--- src/rtl/wb_pkg.sv ---
// Shared types and sizing for the write-back buffer slice.
package wb_pkg;

  localparam int TAG_SZ = 11;
  localparam int IND_SZ = 9;
  localparam int BA_SZ  = TAG_SZ + IND_SZ;
  localparam int DEPTH  = 4;
  localparam int PTR_SZ = $clog2(DEPTH);

  typedef logic [BA_SZ-1:0] blk_addr_t;

  typedef enum logic [1:0] {
    IDLE      = 2'd0,
    SEND      = 2'd1,
    FLUSH_ACK = 2'd2
  } wb_state_t;

  function automatic logic [DEPTH-1:0] ptr_onehot(input logic [PTR_SZ-1:0] ptr);
    logic [DEPTH-1:0] oh;
    oh      = {DEPTH{1'b0}};
    oh[ptr] = 1'b1;
    return oh;
  endfunction

endpackage

--- src/rtl/wb_fifo_store.sv ---
// Entry storage for the write-back buffer: circular FIFO with valid bits
// and a parallel compare of every entry against the lookup and eviction addresses.
module wb_fifo_store
  import wb_pkg::*;
(
  input  logic              clk,
  input  logic              rst_n,
  input  logic              push,
  input  logic              pop,
  input  blk_addr_t         wdata,
  input  blk_addr_t         lk_addr,
  input  blk_addr_t         cmp_addr,
  input  logic              head_busy,
  output blk_addr_t         head_addr,
  output logic              full,
  output logic [PTR_SZ:0]   occupancy,
  output logic              lk_hit,
  output logic [DEPTH-1:0]  merge_vec
);

  blk_addr_t          entry_r [DEPTH];
  logic [DEPTH-1:0]   valid_r;
  logic [PTR_SZ-1:0]  wr_ptr_r;
  logic [PTR_SZ-1:0]  rd_ptr_r;
  logic [PTR_SZ:0]    occ_r;
  logic [DEPTH-1:0]   lk_vec_s;
  logic [DEPTH-1:0]   push_oh_s;
  logic [DEPTH-1:0]   pop_oh_s;

  assign push_oh_s = push ? ptr_onehot(wr_ptr_r) : {DEPTH{1'b0}};
  assign pop_oh_s  = pop  ? ptr_onehot(rd_ptr_r) : {DEPTH{1'b0}};

  // Entry array, pointers and occupancy
  always_ff @(posedge clk) begin
    if (!rst_n) begin
      for (int i = 0; i < DEPTH; i++) begin
        entry_r[i] <= {BA_SZ{1'b0}};
      end
      valid_r  <= {DEPTH{1'b0}};
      wr_ptr_r <= {PTR_SZ{1'b0}};
      rd_ptr_r <= {PTR_SZ{1'b0}};
      occ_r    <= {(PTR_SZ+1){1'b0}};
    end else begin
      if (push) begin
        entry_r[wr_ptr_r] <= wdata;
        wr_ptr_r          <= wr_ptr_r + PTR_SZ'(1);
      end
      if (pop) begin
        rd_ptr_r <= rd_ptr_r + PTR_SZ'(1);
      end
      valid_r <= (valid_r & ~pop_oh_s) | push_oh_s;
      case ({push, pop})
        2'b10:   occ_r <= occ_r + (PTR_SZ+1)'(1);
        2'b01:   occ_r <= occ_r - (PTR_SZ+1)'(1);
        default: occ_r <= occ_r;
      endcase
    end
  end

  // Parallel compare; the in-flight head is excluded only from the merge match
  always_comb begin
    lk_vec_s  = {DEPTH{1'b0}};
    merge_vec = {DEPTH{1'b0}};
    for (int i = 0; i < DEPTH; i++) begin
      lk_vec_s[i]  = valid_r[i] && (entry_r[i] == lk_addr);
      merge_vec[i] = valid_r[i] && (entry_r[i] == cmp_addr)
                     && !(head_busy && (rd_ptr_r == PTR_SZ'(i)));
    end
  end

  assign lk_hit    = |lk_vec_s;
  assign full      = (occ_r == (PTR_SZ+1)'(DEPTH));
  assign occupancy = occ_r;
  assign head_addr = entry_r[rd_ptr_r];

endmodule

--- src/rtl/wb_buffer.sv ---
// Write-back buffer top: drain FSM, flush control and counters.
// Define WBUF_MERGE_EN to fold evictions matching a queued (not in-flight) entry.
module wb_buffer
  import wb_pkg::*;
(
  input  logic              clk,
  input  logic              rst_n,
  input  logic              wb_valid,
  input  logic [BA_SZ-1:0]  wb_addr,
  output logic              wb_ready,
  output logic              mem_valid,
  output logic [BA_SZ-1:0]  mem_addr,
  input  logic              mem_ready,
  input  logic [BA_SZ-1:0]  lk_addr,
  output logic              lk_hit,
  input  logic              flush_req,
  output logic              flush_done,
  output logic [PTR_SZ:0]   occupancy,
  output logic [31:0]       wr_cnt,
  output logic [31:0]       drain_cnt
);

`ifdef WBUF_MERGE_EN
  localparam logic MERGE_EN = 1'b1;
`else
  localparam logic MERGE_EN = 1'b0;
`endif

  wb_state_t         state_r;
  wb_state_t         state_nx_s;
  blk_addr_t         mem_addr_r;
  blk_addr_t         head_addr_s;
  logic              flush_active_r;
  logic [31:0]       wr_cnt_r;
  logic [31:0]       drain_cnt_r;
  logic              full_s;
  logic [PTR_SZ:0]   occ_s;
  logic [DEPTH-1:0]  merge_vec_s;
  logic              send_s;
  logic              push_s;
  logic              alloc_s;
  logic              pop_s;

  assign send_s   = (state_r == SEND);
  assign wb_ready = !full_s && !flush_active_r;
  assign push_s   = wb_valid && wb_ready;
  assign alloc_s  = push_s && !(MERGE_EN && (|merge_vec_s));
  assign pop_s    = send_s && mem_ready;

  wb_fifo_store u_store (
    .clk       (clk),
    .rst_n     (rst_n),
    .push      (alloc_s),
    .pop       (pop_s),
    .wdata     (wb_addr),
    .lk_addr   (lk_addr),
    .cmp_addr  (wb_addr),
    .head_busy (send_s),
    .head_addr (head_addr_s),
    .full      (full_s),
    .occupancy (occ_s),
    .lk_hit    (lk_hit),
    .merge_vec (merge_vec_s)
  );

  // Drain FSM next state; draining has priority over acknowledging a flush
  always_comb begin
    state_nx_s = state_r;
    case (state_r)
      IDLE: begin
        if (occ_s != {(PTR_SZ+1){1'b0}}) begin
          state_nx_s = SEND;
        end else if (flush_active_r) begin
          state_nx_s = FLUSH_ACK;
        end else begin
          state_nx_s = IDLE;
        end
      end
      SEND: begin
        if (mem_ready) begin
          state_nx_s = IDLE;
        end else begin
          state_nx_s = SEND;
        end
      end
      FLUSH_ACK: state_nx_s = IDLE;
      default:   state_nx_s = IDLE;
    endcase
  end

  // State, latched memory address, flush flag and event counters
  always_ff @(posedge clk) begin
    if (!rst_n) begin
      state_r        <= IDLE;
      mem_addr_r     <= {BA_SZ{1'b0}};
      flush_active_r <= 1'b0;
      wr_cnt_r       <= 32'd0;
      drain_cnt_r    <= 32'd0;
    end else begin
      state_r <= state_nx_s;
      if ((state_r == IDLE) && (state_nx_s == SEND)) begin
        mem_addr_r <= head_addr_s;
      end
      if (state_r == FLUSH_ACK) begin
        flush_active_r <= 1'b0;
      end else if (flush_req) begin
        flush_active_r <= 1'b1;
      end
      if (push_s) begin
        wr_cnt_r <= wr_cnt_r + 32'd1;
      end
      if (pop_s) begin
        drain_cnt_r <= drain_cnt_r + 32'd1;
      end
    end
  end

  assign mem_valid  = send_s;
  assign mem_addr   = mem_addr_r;
  assign flush_done = (state_r == FLUSH_ACK);
  assign occupancy  = occ_s;
  assign wr_cnt     = wr_cnt_r;
  assign drain_cnt  = drain_cnt_r;

endmodule

--- config.mk ---
export PLATFORM = sky130hd
export DESIGN_NAME = wb_buffer
export DESIGN_NICKNAME = d
export VERILOG_FILES = /design/src/rtl/wb_pkg.sv /design/src/rtl/wb_fifo_store.sv /design/src/rtl/wb_buffer.sv
export SDC_FILE = /design/constraint.sdc
export NUM_CORES = 1
export LEC_CHECK = 0
export BUFFER_PORTS_ARGS = -buffer_cell sky130_fd_sc_hd__buf_4
export CAP_MARGIN = 20
export CORE_AREA = 5 5 137 139
export DETAILED_ROUTE_END_ITERATION = 12
export DIE_AREA = 0 0 142 144
export GPL_TIMING_DRIVEN = 1
export PLACE_DENSITY = 0.79
export SLEW_MARGIN = 10
export SYNTH_ARGS = -nofsm -noshare
export SYNTH_HDL_FRONTEND = slang
export SYNTH_SLANG_ARGS = --single-unit
--- constraint.sdc ---
create_clock -name clk -period 2.9 [get_ports clk]
set_input_delay 0 -clock clk [delete_from_list [all_inputs] [get_ports clk]]
set_output_delay 0 -clock clk [all_outputs]
set_load 0.02 [all_outputs]
* Word-level counts from Yosys, hierarchy flattened
Memories as Yosys holds them, arrays and structs flattened. A register that Yosys moved wholly into a read port is not among the register bits. Index checks and enable logic that the tools add are counted.
Storage, ports and cells: bits in writable memories 80, word-level logic and storage cells 70, output and inout bits 91, memories kept 1, flip-flop bits (word level) 78, bits of input ports 45
Memories:
- u_store.entry_r | words 4, width 20, rd ports 5, clocked after Yosys merged registers in 1, wr ports 4, line wb_fifo_store.sv:21 | blk_addr_t entry_r [DEPTH];
Cells by class: mux-type cells 18, bitwise gates (word level) 4, reduce and logical (&&, ||, !) cells 19, $lt $le $gt $ge 4, add/sub/neg operators 6, eq/ne operators 10
Operator list (count):
- $eq A20 B20 Y1 | 4
- $add A32 B1 Y32 const B | 2
- $mux W20 | 1
- $reduce_or A20 Y1 | 1
- $logic_and A1 B1 Y1 | 10
- $mux W1 | 8
- $mux W4 | 2
- $eq A2 B1 Y1 const B | 3
- $lt A2 B3 Y1 const B | 2
- $mux W2 | 3
- $pmux W3 S2 | 1
- $add A2 B1 Y2 const B | 2
- $and A4 B4 Y4 | 1
- $demux W1 S2 | 2
- $eq A2 B2 Y1 const B | 2
- $ge A2 B1 Y1 const B | 2
- $not A4 Y4 | 1
- $or A4 B4 Y4 | 1
- $pmux W2 S2 | 1
- $reduce_or A4 Y1 | 1
- $add A3 B1 Y3 const B | 1
- $eq A3 B3 Y1 const B | 1
- $logic_not A1 Y1 | 3
- $reduce_bool A3 Y1 | 1
- 5 further kinds | 5

* Longest topological paths before layout
Gate-level depths: netlist of run 1.
depth after elaboration 9, gate-level depth with buffers 10, depth with buffers taken out 9

* Modules after synthesis
Synthesis of run 1 repeated with hierarchy kept, for this count alone.
Unflattened totals: cells, all modules 972, area, all modules 9825.7 sq um
Modules (own cells, without submodules):
- wb_fifo_store | area an instance 5959.5 sq um, seq. area each 2662.6 sq um, cells an instance 507, instances 1
- wb_buffer | area an instance 3866.2 sq um, seq. area each 1741.7 sq um, cells an instance 465, instances 1

* Worst setup path before layout of run 1
OpenSTA, ideal clock, no wires.
path type register to register, start reg u_store.occ_r[0], in the netlist u_store.occupancy[0], end mem u_store.entry_r[3][0] (netlist name), enable pin, clock period less this slack 3.219 ns, data required time 2.472 ns, library setup time 0.428 ns, path slack -0.319 ns, stages on the path, launching flop included 6, path buffers 1, arrival time 2.791 ns, path through dfxtp_1 -> nor3b_2 -> nor3b_2 -> buf_2 -> inv_1 -> o31ai_1
RTL lines:
- start, declared | line wb_fifo_store.sv:25 | logic [PTR_SZ:0] occ_r;
- start signal, assigned | line wb_fifo_store.sv:42 | occ_r <= {(PTR_SZ+1){1'b0}};
- start signal, assigned | line wb_fifo_store.sv:53 | 2'b10: occ_r <= occ_r + (PTR_SZ+1)'(1);
- start signal, assigned | line wb_fifo_store.sv:54 | 2'b01: occ_r <= occ_r - (PTR_SZ+1)'(1);
- end, declared | line wb_fifo_store.sv:21

* Worst setup path in the final report of run 1
start reg u_store.occ_r[2], in the netlist u_store.occupancy[2], end reg u_store.occ_r[2], in the netlist u_store.occupancy[2]
On the way: cells in the longest elaborated chain, start to end 6, elaborated cells on any way between the ends 10, those cells by class add/sub: 2; eq/ne: 3; mux: 1; reduce/logical: 4
RTL lines:
- $eq A3 B3 Y1 | line wb_fifo_store.sv:72 | assign full = (occ_r == (PTR_SZ+1)'(DEPTH));
- $logic_not A1 Y1 | line wb_buffer.sv:45 | assign wb_ready = !full_s && !flush_active_r;
- $logic_and A1 B1 Y1 | line wb_buffer.sv:45
- $logic_and A1 B1 Y1 | line wb_buffer.sv:46 | assign push_s = wb_valid && wb_ready;
- $eq A2 B1 Y1 / $eq A2 B2 Y1 (equally long branches) | line wb_fifo_store.sv:52 | case ({push, pop})
- $pmux W3 S2 / $reduce_bool A2 Y1 (equally long branches)
Parallel ways exist; a longest one is shown, timed or not. A chain may end at the register's enable or synchronous reset.

==> results_dict.tcl, run 1 <==
set metrics [dict create \
    syn-num-nets 873 \
    path_cells "nor3b_2 -> nor3b_4 -> inv_1 -> ha_1 -> inv_1 -> fa_1 -> xor2_1 -> or3_1 -> a21boi_0" \
    syn-cell-area_um2 8880 \
    end_kind "flop" \
    yosys-top-cells-area "edfxtp_1, dfxtp_1, and2_1" \
    drive_gt1_frac 0.223 \
    critPathRequiredTime_ns 3.25 \
    wl_per_cell_um 18.4 \
    p_per_area_nw_per_um2 590 \
    period_share 0.871 \
    core.rowCount 49 \
    outcome "complete, no violations" \
    clk_latency_ns 0.44 \
    yosys_warnings 0 \
    max-clock-path-buffers 2 \
    wl_um 22200 \
    grt_overflow 0 \
    drc 0 \
    synth_top_area_frac 0.270 \
    min_to "u_store.wr_ptr_r[1]" \
    synth_ff_type "dfxtp_1" \
    grt_pass1_vias 6329 \
    cts_num_sinks 178 \
    antenna_found_initial 0 \
    vias 6605 \
    die_h_um 144 \
    core_um2 17500 \
    rr_startpoint "u_store.occupancy[2]" \
    cts-root-buf "clkbuf_16" \
    syn-instance-count 816 \
    max-cap-violations 0 \
    rsz0062_at_grt "no" \
    n_antenna_cell 0 \
    finalHoldViolations 0 \
    postCtsSetupBuffers 0 \
    worst_path_most_repeated_cell "inv_1" \
    synth_edf_count 80 \
    critical_path_class "reg2reg" \
    setup_tns_ns 0 \
    gp_congestion 0.911 \
    dp_hpwl_um 15700 \
    max-vdd-ir-drop_uv 455 \
    syn2layout_area_growth_pct 23.7 \
    grt_max_degree 97 \
    cts_made_buffers 17 \
    hold_depth 3 \
    synth_seq_area_share 0.491 \
    timing.rr.end "u_store.occupancy[2]" \
    final_area_um2 11000 \
    synth_seq_cells 178 \
    arrival_ns 2.87 \
    final_net_count 1019 \
    maxSlewViolCount 0 \
    io_buffers 135 \
    die_x_um 142 \
    placed_area_um2 10200 \
    hp-start "rst_n" \
    grt_use_total 0.218 \
    ant_nets 0 \
    slew_headroom 0.484 \
    clock.fmax_mhz 396 \
    hp-class "in2reg" \
    regArea_um2 4360 \
    layout_commonest_cell "buf_4" \
    initial_utilization 0.507 \
    crit_path_top_delay_cell "nor3b_2" \
    final_cell_mix "buf_4, and2_1, dfxtp_1" \
    dieArea_um2 20400 \
    cts_tree "yes" \
    reg2reg_depth 9 \
    fin_skew_ns 0.0153 \
    async_flop_share 0 \
    fin_crit_ns 2.53 \
    multi_input_area_um2 4300 \
    rrSetupSlack_ns 0.37 \
    cts.htree.levels 4 \
    whs_ns 0.126 \
    final_util 0.627 \
    post_drt_via_cell_ratio 5.49 \
    ys_types 43 \
    yosys.area.top_type "edfxtp_1" \
    drt-pass1-iter-count 5 \
    start_kind "flop" \
    fill_cells 1399 \
    setup_viol 0 \
    path_max_fanout 6 \
    worst_slew_pin_slew_ns 0.774 \
    drt_iter0_drc 488 \
    slowest_delay_ns 0.46 \
    cts_resized 0 \
    grt_pass1_wl_um 34500 \
    clk_pin_slew_worst_paths_ns 0.07 \
    power_leakage_nw 4.39 \
    cp-startpoint "u_store.occupancy[2]" \
    io_pins 136 \
    syn_area_per_cell_um2 10.9 \
]
==> sequential cells by signal (all words and copies together), names as in the netlist <==
name and count:
u_store.entry_r 80, state_r 2, drain_cnt 32, u_store.rd_ptr_r 2, u_store.occupancy 3, u_store.valid_r 4
mem_addr 20, flush_active_r 1, wr_cnt 32, u_store.wr_ptr_r 2
==> synthesized netlist by cell type (14+ instances only) <==
| cell | instances |
|---|---|
| nand3_1 | 25 |
| inv_1 | 16 |
| nand4_1 | 29 |
| mux4_2 | 20 |
| nand2_1 | 66 |
| clkbuf_1 | 37 |
| nor4_1 | 16 |
| xor2_1 | 57 |
| nor2b_1 | 14 |
| nor3_1 | 19 |
| a21boi_0 | 28 |
| dfxtp_1 | 98 |
| edfxtp_1 | 80 |
| and3_1 | 24 |
| xnor2_1 | 82 |
| and2_1 | 118 |
==> critical path: cells and delay by family (launching register included) <==
family / cells / cell delay (ns)
AO/OA/AOI/OAI: 1 / 0.19
XOR/XNOR: 1 / 0.18
adder cells (fa/ha/maj): 2 / 0.60
buffers and inverters: 2 / 0.24
flip-flops: 1 / 0.39
AND/OR/NAND/NOR: 3 / 0.86
==> final cells by class <==
type,instances,area share
sequential,178,0.397
multi-input combinational,576,0.391
timing repair buffer,173,0.125
clock buffer,17,0.0387
tap,229,0.0261
clock inverter,15,0.0162
inverter,16,0.00547
==> worst max-delay path by stage <==
stage / end
floorplan: u_store.entry_r[3][0]
global placement: u_store.occupancy[2]
detailed placement: u_store.occupancy[2]
CTS: u_store.occupancy[2]
global route: u_store.occupancy[2]
finish: u_store.occupancy[2]
==> metrics by stage <==
stage	std cells	power (mW)	worst slack, ns
3_3_place_gp	1150	4.13	0.523
2_1_floorplan	816	3.69	0.301
6_report	1204	6.48	0.373
3_5_place_dp	1150	4.15	0.399
5_1_grt	1204	6.73	0.150
4_1_cts	1204	6.52	0.345
==> power by group <==
group	switching, mW	internal, mW
clock	1.10	1.25
combinational	0.680	0.505
sequential	0.141	2.81
==> logic make-up after synthesis <==
kind of cell / after synthesis / share of synthesized area
xor gates and xnor gates: 139 / 0.137
DFF: 178 / 0.491
AOI/OAI and AO/OA: 47 / 0.0369
adders and majority gates: 12 / 0.0177
and+or+nand+nor: 357 / 0.237
muxes: 21 / 0.0518
buffers and inverters: 62 / 0.0278
==> layer usage <==
metal	vias to the layer above	routed length (um)	GRT usage
li1	3128	-	-
met1	3202	9220	0.291
met2	234	10700	0.351
met5	-	0	0
met4	0	503	0.0854
met3	41	1760	0.0433
==> what timing repair did <==
item / in CTS / in global routing
setup endpoints to repair: 0 / 0
hold buffers: 22 / 0
hold endpoints to repair: 82 / 0
Note: power is estimated with default switching activity, not from simulation.
==> inputs of run 2 (changes only) <==
--- a/config.mk
+++ b/config.mk
@@ -13,5 +13,5 @@
 export GPL_TIMING_DRIVEN = 1
 export PLACE_DENSITY = 0.79
-export SLEW_MARGIN = 10
+export SLEW_MARGIN = 20
 export SYNTH_ARGS = -nofsm -noshare
 export SYNTH_HDL_FRONTEND = slang
==> constraint.sdc (replaced) <==
create_clock -name clk -period 2.9 [get_ports clk]
set_input_delay 0.725 -clock clk [delete_from_list [all_inputs] [get_ports clk]]
set_output_delay 0.725 -clock clk [all_outputs]
set_load 0.02 [all_outputs]
==> run 2 against run 1 <==
Effect of this change: hold slack gained 0.34 ns; critical endpoint is now lk_hit; via count shrank 2.5%; register-to-register slack gained 0.07 ns; die area is the same; cell count shrank 1.7%; highest routed layer unchanged; clock skew shrank 0.0050 ns; maximum frequency shrank 11%; flip-flop and latch count is the same; clock power shrank 3%.
==> results_dict.tcl, run 2 (synthesized netlist as in run 1, its figures left out) <==
set metrics [dict create \
    outcome "complete, no violations" \
    dieArea_um2 20400 \
    critical_path_class "reg2out" \
    clk_latency_ns 0.42 \
    clockPowerShare 0.356 \
    maxSlewViolCount 0 \
    max-vdd-ir-drop_uv 443 \
    dp_hpwl_um 15300 \
    fin_skew_ns 0.0103 \
    worst_slew_pin_slew_ns 0.734 \
    cts_num_sinks 178 \
    grt_overflow 0 \
    hp-class "reg2reg" \
    arrival_ns 2.12 \
    final_util 0.615 \
    placed_cells 1152 \
    p_seq_frac 0.462 \
    drive_gt1_frac 0.237 \
    layout_commonest_cell "buf_4" \
    wl_per_cell_um 18.2 \
    path_max_fanout 2 \
    grt_pass1_vias 6275 \
    clock.fmax_mhz 352 \
    die_h_um 144 \
    cts_resized 0 \
    core_um2 17500 \
    postCtsSetupBuffers 0 \
    syn2layout_area_growth_pct 21.5 \
    setup_viol 0 \
    grt_use_total 0.212 \
    post_drt_via_cell_ratio 5.44 \
    critPathRequiredTime_ns 2.17 \
    vias 6440 \
    wl_um 21600 \
    p_per_area_nw_per_um2 591 \
    final_cell_mix "buf_4, and2_1, dfxtp_1" \
    grt_max_degree 68 \
    p_comb_frac 0.182 \
    drt_iter0_drc 511 \
    sw_frac_of_total 0.284 \
    cts.hold.buffers_added 0 \
    setup_tns_ns 0 \
    n_antenna_cell 0 \
    finalHoldViolations 0 \
    io_buffers 135 \
    max-clock-path-buffers 2 \
    grt_pass1_wl_um 33800 \
    p_sw_mw 1.81 \
    cts-root-buf "clkbuf_16" \
    regMostFlops "u_store.entry_r" \
    instances_no_fill 1184 \
    start_kind "flop" \
    slew_headroom 0.511 \
    drc 0 \
    fin_crit_ns 2.84 \
    cts.htree.levels 4 \
    period_share 0.980 \
    cts_tree "yes" \
    internal_power_mw 4.56 \
    antenna_found_initial 0 \
    cts_made_buffers 17 \
    ant_nets 0 \
    max-cap-violations 0 \
    power_leakage_nw 4.27 \
    die_x_um 142 \
    initial_utilization 0.507 \
    core.rowCount 49 \
    drt-pass1-iter-count 5 \
    final_net_count 999 \
    clk_pin_slew_worst_paths_ns 0.07 \
    gp_congestion 0.926 \
    io_pins 136 \
    end_kind "primary output" \
    largest_register_ff_count 80 \
]
run 2: worst max-delay path, cell delays in order, from the launching register on:
cell	delay, ns
edfxtp_1	0.42
xor2_1	0.20
nor4_1	0.35
nand4_1	0.17
nor4_2	0.25
or4_4	0.19
buf_6	0.11
run 2: power by group through the flow:
stage	Clock, mW	Sequential [mW]	Combinational [mW]
2_1_floorplan	0	3.06	0.631
6_report	2.27	2.95	1.16
3_5_place_dp	0	3.00	1.15
4_1_cts	2.32	2.95	1.16
3_3_place_gp	0	3.00	1.13
5_1_grt	2.42	2.97	1.26
run 2: final cells by class:
class / count / area, um^2
fillers: 1442 / 6750
flip-flops and latches: 178 / 4360
multi-input cells: 576 / 4340
repair buffers: 153 / 1150
clock buffers: 17 / 425
well taps: 229 / 287
clock inverters: 15 / 156
inverters: 16 / 60.1
run 2: per-layer routing:
metal  vias to the layer above  wire length (um)  GRT usage
met3                        35              1650     0.0470
met2                       230             10500      0.344
met5                         -                 0          0
met1                      3089              9020      0.288
met4                         0               371     0.0611
li1                       3086                 -          -
run 2: through the flow:
stage / hold slack (ns) / power (mW) / instance area [um^2] / setup slack (ns)
after global routing: 0.490 / 6.65 / 10800 / -0.0958
after detailed placement: 0.459 / 4.15 / 10200 / 0.0698
after floorplan: 0.487 / 3.69 / 8890 / 0.241
after CTS: 0.469 / 6.43 / 10700 / 0.00751
final: 0.464 / 6.38 / 10800 / 0.0592
after global placement: 0.451 / 4.13 / 10200 / 0.132
run 2: worst paths after layout:
kind / from / to / slack, ns / depth (start not counted)
max: u_store.entry_r[2][18] / lk_hit / 0.06 / 6
min: mem_addr[11] / mem_addr[11] / 0.46 / 2
max reg2reg: u_store.occupancy[0] / u_store.occupancy[2] / 0.44 / 9
min reg2reg: mem_addr[11] / mem_addr[11] / 0.46 / 2
==> inputs of run 3 (changes only) <==
- PLACE_DENSITY: 0.79 -> 0.76
==> run 3 against run 2 <==
Effect of this change: total power rose by 0.59%; register-to-register slack barely moved; hold slack got worse by 0.00070 ns; die area did not move; via count rose by 0.43%; final area fell by 0.34%; flip-flop and latch count did not move; setup slack improved by 0.031 ns; global-route usage rose by 0.83 points; sequential power barely moved; routed wire length rose by 2.8%; critical path depth did not move; highest routed layer unchanged.
==> results_dict.tcl, run 3 (synthesized netlist as in run 1, its figures left out) <==
set metrics [dict create \
    period_share 0.969 \
    vias 6468 \
    final_net_count 997 \
    hp-start "mem_addr[13]" \
    cts_made_buffers 17 \
    timing.rr.end "u_store.occupancy[2]" \
    core_um2 17500 \
    cts_num_sinks 178 \
    grt_pass1_wl_um 35100 \
    p_total_mw 6.42 \
    die_x_um 142 \
    grt_overflow 0 \
    reg2reg_depth 9 \
    rrSetupSlack_ns 0.44 \
    dp_hpwl_um 15600 \
    cts_tree "yes" \
    arrival_ns 2.09 \
    hp-class "reg2reg" \
    max-vdd-ir-drop_uv 306 \
    clk_latency_ns 0.44 \
    hold_depth 2 \
    whs_ns 0.463 \
    die_h_um 144 \
    clock.fmax_mhz 356 \
    critical_path_class "reg2out" \
    core.rowCount 49 \
    drt_iter0_drc 453 \
    cp-startpoint "u_store.entry_r[3][16]" \
    wl_um 22200 \
    outcome "complete, no violations" \
    slew_headroom 0.516 \
    grt_pass1_vias 6394 \
    cts-root-buf "clkbuf_16" \
    start_kind "flop" \
    drive_gt1_frac 0.229 \
    critPathRequiredTime_ns 2.17 \
    antenna_found_initial 0 \
    finalHoldViolations 0 \
    power_leakage_nw 4.28 \
    cts.htree.levels 4 \
    cts.hold.buffers_added 0 \
    max-clock-path-buffers 2 \
    maxSlewViolCount 0 \
    io_buffers 135 \
    rsz0062_at_grt "no" \
    min_to "mem_addr[13]" \
    io_pins 136 \
    rr_startpoint "u_store.occupancy[0]" \
    final_util 0.613 \
    drt-pass1-iter-count 5 \
    n_antenna_cell 0 \
    drc 0 \
    wl_per_cell_um 18.8 \
    grt_use_total 0.221 \
    pre_cts_ws_ns 0.148 \
    ant_nets 0 \
    fin_skew_ns 0.0126 \
    regMostFlops "u_store.entry_r" \
    gp_congestion 0.885 \
    max-cap-violations 0 \
    grt_max_degree 54 \
    largest_register_ff_count 80 \
    post_drt_via_cell_ratio 5.47 \
    p_per_area_nw_per_um2 597 \
    clk_pin_slew_worst_paths_ns 0.07 \
    layout_commonest_cell "buf_4" \
    final_cell_mix "buf_4, and2_1, dfxtp_1" \
    setup_tns_ns 0 \
    initial_utilization 0.507 \
    path_max_fanout 2 \
    end_kind "primary output" \
    syn2layout_area_growth_pct 21.1 \
    dieArea_um2 20400 \
    worst_slew_pin_slew_ns 0.724 \
    setup_viol 0 \
    setup_slack_ns 0.0897 \
    fin_crit_ns 2.81 \
]
-- run 3: what timing repair did --
| item | in CTS | in global routing |
|---|---|---|
| setup endpoints to repair | 0 | 1 |
| resized for setup | 0 | 1 |
| buffers inserted | 0 | 0 |
-- run 3: layout make-up --
cell class	instances	area [um^2]
Sequential cell	178	4360
Inverter	16	60.1
Clock buffer	17	425
Clock inverter	15	174
Timing Repair Buffer	151	1130
Tap cell	229	287
Fill cell	1480	6780
Multi-Input combinational cell	576	4310
-- run 3: metrics by stage --
step | area, um^2 | instances
2_1_floorplan | 8890 | 816
3_3_place_gp | 10100 | 1150
3_5_place_dp | 10100 | 1150
4_1_cts | 10700 | 1182
5_1_grt | 10800 | 1182
6_report | 10800 | 1182
-- run 3: worst max path at each step --
stage,to,slack (ns),cells after the start
2_1_floorplan,u_store.entry_r[3][0],0.24,4
3_3_place_gp,lk_hit,0.17,7
3_5_place_dp,lk_hit,0.15,7
4_1_cts,lk_hit,0.08,6
5_1_grt,lk_hit,0.007,6
6_report,lk_hit,0.09,6
-- run 3: routing by layer --
layer / wire length [um] / vias up / GRT usage
met5: 0 / - / 0
met4: 449 / 0 / 0.0697
met3: 1860 / 38 / 0.0552
met2: 10500 / 229 / 0.355
met1: 9310 / 3117 / 0.295
li1: - / 3084 / -
-- run 3: worst max-delay path, cell delays in order (launching register included) --
cell	delay, ns
edfxtp_1	0.42
xor2_1	0.19
nor4_1	0.35
nand4_1	0.15
nor4_1	0.22
or4_1	0.18
buf_4	0.15
-- run 3: power by group --
group | internal (mW) | leakage, nW | switching, mW | total [mW]
Sequential | 2.80 | 1.62 | 0.147 | 2.95
Clock | 1.17 | 0.296 | 1.15 | 2.33
Combinational | 0.473 | 2.37 | 0.667 | 1.14
